## src/rtl/fib_monitor.sv

```systemverilog
// Checks a 4-bit stream against the repeating Fibonacci period 0,1,1,2,3,5,8.
// It locks on to a 0, tracks the sequence, and counts complete periods and mismatches.
module fib_monitor #(
  parameter int CNT_W  = 8,
  parameter bit RESYNC = 1'b1
) (
  input  logic             clock,
  input  logic             resete,
  input  logic [3:0]       entrada,
  input  logic             valido,
  output logic             sincronizado,
  output logic             erro,
  output logic [CNT_W-1:0] ciclos,
  output logic [CNT_W-1:0] falhas,
  output logic [6:0]       segmentos,
  output logic [1:0]       estado
);

  // Handshake: entrada is consumed on a posedge only when valido=1; there is no
  // backpressure, and with valido=0 every register holds its value.

  typedef enum logic [1:0] {
    BUSCA = 2'd0,
    SEGUE = 2'd1,
    ERRO  = 2'd2
  } state_t;

  localparam logic [CNT_W-1:0] CNT_MAX = '1;

  state_t     state;
  logic [2:0] idx;
  logic [2:0] idx_next;
  logic [3:0] expected;
  logic [6:0] pattern;

  always_comb idx_next = (idx == 3'd6) ? 3'd0 : idx + 3'd1;

  // Value the stream must show next while tracking.
  always_comb begin
    expected = 4'd0;
    case (idx_next)
      3'd0:       expected = 4'd0;
      3'd1, 3'd2: expected = 4'd1;
      3'd3:       expected = 4'd2;
      3'd4:       expected = 4'd3;
      3'd5:       expected = 4'd5;
      default:    expected = 4'd8;
    endcase
  end

  // Decimal font, segment a in bit 0; anything above 9 shows a dash.
  always_comb begin
    pattern = 7'h40;
    case (entrada)
      4'd0:    pattern = 7'h3F;
      4'd1:    pattern = 7'h06;
      4'd2:    pattern = 7'h5B;
      4'd3:    pattern = 7'h4F;
      4'd4:    pattern = 7'h66;
      4'd5:    pattern = 7'h6D;
      4'd6:    pattern = 7'h7D;
      4'd7:    pattern = 7'h07;
      4'd8:    pattern = 7'h7F;
      4'd9:    pattern = 7'h6F;
      default: pattern = 7'h40;
    endcase
  end

  always_ff @(posedge clock or posedge resete) begin
    if (resete) begin
      state        <= BUSCA;
      idx          <= 3'd0;
      ciclos       <= '0;
      falhas       <= '0;
      segmentos    <= 7'h00;
      sincronizado <= 1'b0;
      erro         <= 1'b0;
    end else if (valido) begin
      segmentos <= pattern;
      case (state)
        BUSCA: begin
          if (entrada == 4'd0) begin
            state        <= SEGUE;
            idx          <= 3'd0;
            sincronizado <= 1'b1;
            erro         <= 1'b0;
          end
        end
        SEGUE: begin
          if (entrada == expected) begin
            idx <= idx_next;
            if (idx_next == 3'd6 && ciclos != CNT_MAX)
              ciclos <= ciclos + CNT_W'(1);
          end else begin
            state        <= ERRO;
            sincronizado <= 1'b0;
            erro         <= 1'b1;
            if (falhas != CNT_MAX)
              falhas <= falhas + CNT_W'(1);
          end
        end
        ERRO: begin
          if (RESYNC && entrada == 4'd0) begin
            state        <= SEGUE;
            idx          <= 3'd0;
            sincronizado <= 1'b1;
            erro         <= 1'b0;
          end
        end
        default: begin
          state        <= BUSCA;
          idx          <= 3'd0;
          sincronizado <= 1'b0;
          erro         <= 1'b0;
        end
      endcase
    end
  end

  assign estado = state;

endmodule
```

## config.mk

```make
export PLATFORM = sky130hd
export DESIGN_NAME = fib_monitor
export DESIGN_NICKNAME = d
export VERILOG_FILES = /design/src/rtl/fib_monitor.sv
export SDC_FILE = /design/constraint.sdc
export NUM_CORES = 1
export LEC_CHECK = 0
export CORE_UTILIZATION = 28
export DETAILED_ROUTE_END_ITERATION = 8
export PLACE_DENSITY = 0.6
export SYNTH_ARGS = -nofsm -noshare
export SYNTH_HDL_FRONTEND = slang
export SYNTH_SLANG_ARGS = --single-unit
```

## constraint.sdc

```tcl
create_clock -name clock -period 5.6 [get_ports clock]
set_input_delay 0.84 -clock clock [delete_from_list [all_inputs] [get_ports clock]]
set_output_delay 0.84 -clock clock [all_outputs]
set_load 0.03 [all_outputs]
```

* After elaboration in Yosys (flattened, before gate mapping)
Memories as Yosys holds them, arrays and structs flattened. A register that Yosys moved wholly into a read port is not among the register bits.
Index checks and enable logic that the tools add are counted.
** Word-level totals
- Bits in registers :: 23
- Memory bits (read-only) :: 112
- Input port bits :: 7
- Output and inout port bits :: 27
- Logic and storage cells :: 50
- Memories kept :: 1
** Cells by class
- Add/sub/neg operators :: 3
- Equal/unequal tests :: 15
- Multiplexer cells :: 14
- Bitwise logic cells :: 1
- Reduce and logical (&&, ||, !) cells :: 10
** Memories
- (name not given) :: words 16, bits a word 7, rd ports 1, clocked after memory_dff 1, wr ports 0, RTL line 54 : case (entrada)
** Operators by type and width (count)
- $pmux 4 s5 :: 1
- $add 8x1->8 const B :: 2
- $ne 8x8->1 const B :: 2
- $eq 3x3->1 const B :: 4
- $mux 3 :: 3
- $reduce_and 4->1 :: 2
- $eq 3x2->1 const B :: 2
- $pmux 3 s2 :: 1
- $reduce_and 3->1 :: 2
- $eq 4x4->1 :: 1
- $logic_not 4->1 :: 1
- $mux 1 :: 4
- $mux 2 :: 2
- $ne 2x2->1 const B :: 2
- $pmux 1 s2 :: 2
- $pmux 2 s2 :: 1
- $reduce_or 2->1 :: 2
- $add 3x1->3 const B :: 1
- $eq 3x1->1 const B :: 1
- $logic_not 3->1 :: 1
- $eq 2x1->1 const B :: 1
- $eq 2x2->1 const B :: 1
- $logic_not 2->1 :: 1
- $ne 2x1->1 const B :: 1
- 2 further kinds :: 2

* Longest topological paths before layout
- Depth after elaboration :: 8
- Gate-level depth with buffers :: 7
- Depth with buffers taken out :: 7

* Least setup slack after synthesis
OpenSTA, ideal clock, no wires.
- Kind :: input -> register
- Start point :: input entrada[2]
- End point :: register ciclos[1]
- Library setup time :: 0.125 ns
- Arrival :: 2.117 ns
- Data required time :: 5.475 ns
- Slack :: 3.358 ns
- Cell stages on the path :: 5
- Path buffers :: 1
- Cell sequence :: or4_1 -> a32oi_1 -> buf_4 -> nand3_2 -> mux2_4
** Between the ends
- Longest elaborated chain between the ends :: 2
** Ends and longest elaborated chain
- from (decl) :: RTL line 9 : input logic [3:0] entrada,
- $eq 4x4->1 :: RTL line 90 : if (entrada == expected) begin
- $reduce_and 4->1 (no line)
- to (signal assigned) :: RTL line 93 : ciclos <= ciclos + CNT_W'(1);
- to (decl) :: RTL line 13 : output logic [CNT_W-1:0] ciclos,
Every way passes these cells.
A chain may end at the register's enable or synchronous reset.

* Final worst setup path
- Start point :: input entrada[2]
- End point :: register falhas[1]
** Between the ends
- Longest elaborated chain between the ends :: 3
** Ends and longest elaborated chain
- $eq 4x4->1 :: RTL line 90
- $not 1->1 (no line)
- $reduce_and 4->1 (no line)
- to (signal assigned) :: RTL line 99 : falhas <= falhas + CNT_W'(1);
- to (decl) :: RTL line 14 : output logic [CNT_W-1:0] falhas,
Every way passes these cells.

==> results.json <==
{
  "status": "finished, final reports clean",
  "critPathKind": "in2reg",
  "start_util_pct": 29.4,
  "clkPwrFrac_pct": 22.6,
  "clk-insertion-delay-late_ps": 270,
  "antenna_found_initial": 0,
  "maxCapViolCount": 0,
  "hold_buffers": 0,
  "htree_levels": 2,
  "core_area_sq_mm": 0.00554,
  "die_y_microns": 78.2,
  "p_seq_share_pct": 39.8,
  "peakVddDrop_v": 0.000262,
  "start_kind": "input pin",
  "rows": 27,
  "grt_max_degree": 30,
  "grt_pass1_vias": 1233,
  "syn_area_sq_mm": 0.00163,
  "combPwrFrac_pct": 37.6,
  "io_pins": 34,
  "clockRootBuffer": "clkbuf_8",
  "syn_inst": 166,
  "grt_usage_pct": 11.8,
  "synth_most_common_cell": "dfrtp_1",
  "setup_tns_ps": 0,
  "finalCritPeriodShare_pct": 49.6,
  "firstDrtPassIters": 4,
  "remaining_drc_errors": 0,
  "layout_setup_ws_ps": 2820,
  "fin_nets": 212,
  "ys_seq_area_share_pct": 44.6,
  "p_int_w": 0.000461,
  "synthTopCellsByCount": "29 x dfrtp_1, 14 x nor2_1, 11 x a21oi_1",
  "wl_per_cell_microns": 12.3,
  "dp_slack_ps": 2550,
  "grt_pass1_wl_microns": 5750,
  "swShare_pct": 37.9,
  "synth.distinct_cells": 39,
  "power.density_mw_per_mm2": 354,
  "synth_area_per_cell_sq_um": 9.80,
  "grt_use_met3_pct": 3.84,
  "routabilityCongestion": 0.760,
  "syn_to_final_growth_pct": 28.8,
  "critPathArrivalTime_ps": 2940,
  "die-area_sq_mm": 0.00612,
  "holdPathStages": 1,
  "cts_buffers": 5,
  "final-setup-viol-count": 0,
  "synth_top_cells_by_area": "dfrtp_1 45%, ha_1 6.2%, xnor2_1 4.3%",
  "ys.flop_type": "dfrtp_1",
  "synth_top_area_share_pct": 44.6,
  "met2_usage_pct": 18.2,
  "antenna_cells": 0,
  "io_buffer_count": 33,
  "synth_top_cell_by_area": "dfrtp_1",
  "hold_class": "reg2reg",
  "r2r_cells": 6,
  "cts.clk_slew.worst_paths_ps": 60,
  "hpwlAfterDp_microns": 2350,
  "whs_ps": 483,
  "netSwitchingPower_w": 0.000281,
  "tightest_slew_ps": 577,
  "fmax_ghz": 0.360,
  "synth_async_sr_flop_share_pct": 100,
  "use_met1_pct": 15.6,
  "routed_wl_microns": 3320,
  "synth_edf_count": 0,
  "slew_headroom_pct": 61.4,
  "finClkSkew_ps": 2.78,
  "hold_viol": 0,
  "final_core_util_pct": 37.8,
  "drt_iter0_drc": 39,
  "cts_buffer_depth": 2,
  "min_period_ps": 2780,
  "grt_overflow": 0,
  "postRouteAntennaNets": 0,
  "cts_tree": "done",
  "cts.sinks": 29,
  "synth_nets": 181,
  "crit_required_ps": 5760,
  "yosys_warnings": 0,
  "ys_ff_latch": 29,
  "grt.busiest_layer": "met2",
  "path_max_fanout": 20,
  "finalMaxSlewViolations": 0,
  "rsz0062_at_grt": "false",
  "cts_resized": 0,
  "end_kind": "flip-flop",
  "dieWidth_microns": 78.2,
  "post_drt_via_cell_ratio": 4.74,
  "cts_setup_buffers": 0,
  "vias": 1274,
  "p_leak_nw": 0.892,
  "layout-drive-gt1-share_pct": 7.11
}
## path summary, 6_finish.rpt
check                                     to          from  slack (ps)
worst max-delay path               falhas[1]    entrada[2]        2820
worst min-delay path            segmentos[5]  segmentos[5]         480
worst max register to register     falhas[1]        idx[2]        3500
worst min register to register  segmentos[5]  segmentos[5]         480
max in group asynchronous       segmentos[2]        resete        4390
min in group asynchronous          ciclos[6]        resete         940
## worst max-delay path: stages
cell and delay, ps:
clkdlybuf4s50_1 600, or4_1 580, a32oi_1 200, buf_4 270, nor2_1 120, mux2_4 320
## cells in the final DEF (no fill, tap or decap), types with 2 or more instances in the layout
cell / instances
and4_1: 3
clkdlybuf4s50_1: 33
mux2_4: 2
xnor2_1: 8
buf_4: 2
a32oi_1: 2
nand2_1: 7
nor4_1: 3
o221ai_1: 2
dfrtp_1: 29
and2_1: 2
a31oi_1: 2
ha_1: 8
nor2b_1: 2
nor2_1: 14
nand3_1: 6
nand4_1: 8
o21ai_0: 8
nand2b_1: 2
clkbuf_8: 6
nand3_2: 2
nor3b_1: 3
a21oi_1: 11
o21a_1: 2
xor2_1: 8
inv_1: 8
## cell families after synthesis
group                      share of synthesized area, %
AOI/OAI and AO/OA                                  13.0
xor gates and xnor gates                           8.62
adders and majority gates                          6.15
buffers and inverters                              5.15
DFF                                                44.6
muxes                                              1.85
and+or+nand+nor                                    20.6
## power by group through the flow
stage | combinational, W | sequential (W) | clock, W
after floorplan | 0.000126 | 0.000351 | 0
after global placement | 0.000278 | 0.000298 | 0
after detailed placement | 0.000281 | 0.000296 | 0
after CTS | 0.000283 | 0.000295 | 0.000176
after global routing | 0.000303 | 0.000304 | 0.000186
final | 0.000279 | 0.000295 | 0.000168
## registers in the layout, indices dropped and copies added, names as in the netlist
| name | count |
|---|---|
| erro | 1 |
| ciclos | 8 |
| sincronizado | 1 |
| estado | 1 |
| idx | 3 |
| segmentos | 7 |
| falhas | 8 |
## layout make-up
| type | count | area (sq um) |
|---|---|---|
| Clock buffer | 7 | 86.3 |
| Multi-Input combinational cell | 118 | 817 |
| Sequential cell | 29 | 726 |
| Tap cell | 72 | 90.1 |
| Inverter | 8 | 30.0 |
| Timing Repair Buffer | 35 | 345 |
| Fill cell | 577 | 3450 |
## layer usage
metal / routed length [microns] / vias up
met2: 1490 / 28
met4: 31 / 0
met3: 173 / 4
met1: 1620 / 587
li1: - / 655
met5: 0 / -
## through the flow
stage | instance area, sq um | cells | power (W)
2_1_floorplan | 1630 | 166 | 0.000477
3_3_place_gp | 2010 | 262 | 0.000576
3_5_place_dp | 2010 | 262 | 0.000577
4_1_cts | 2090 | 269 | 0.000753
5_1_grt | 2090 | 269 | 0.000793
6_report | 2090 | 269 | 0.000742
Power figures use the tool's default switching activity.
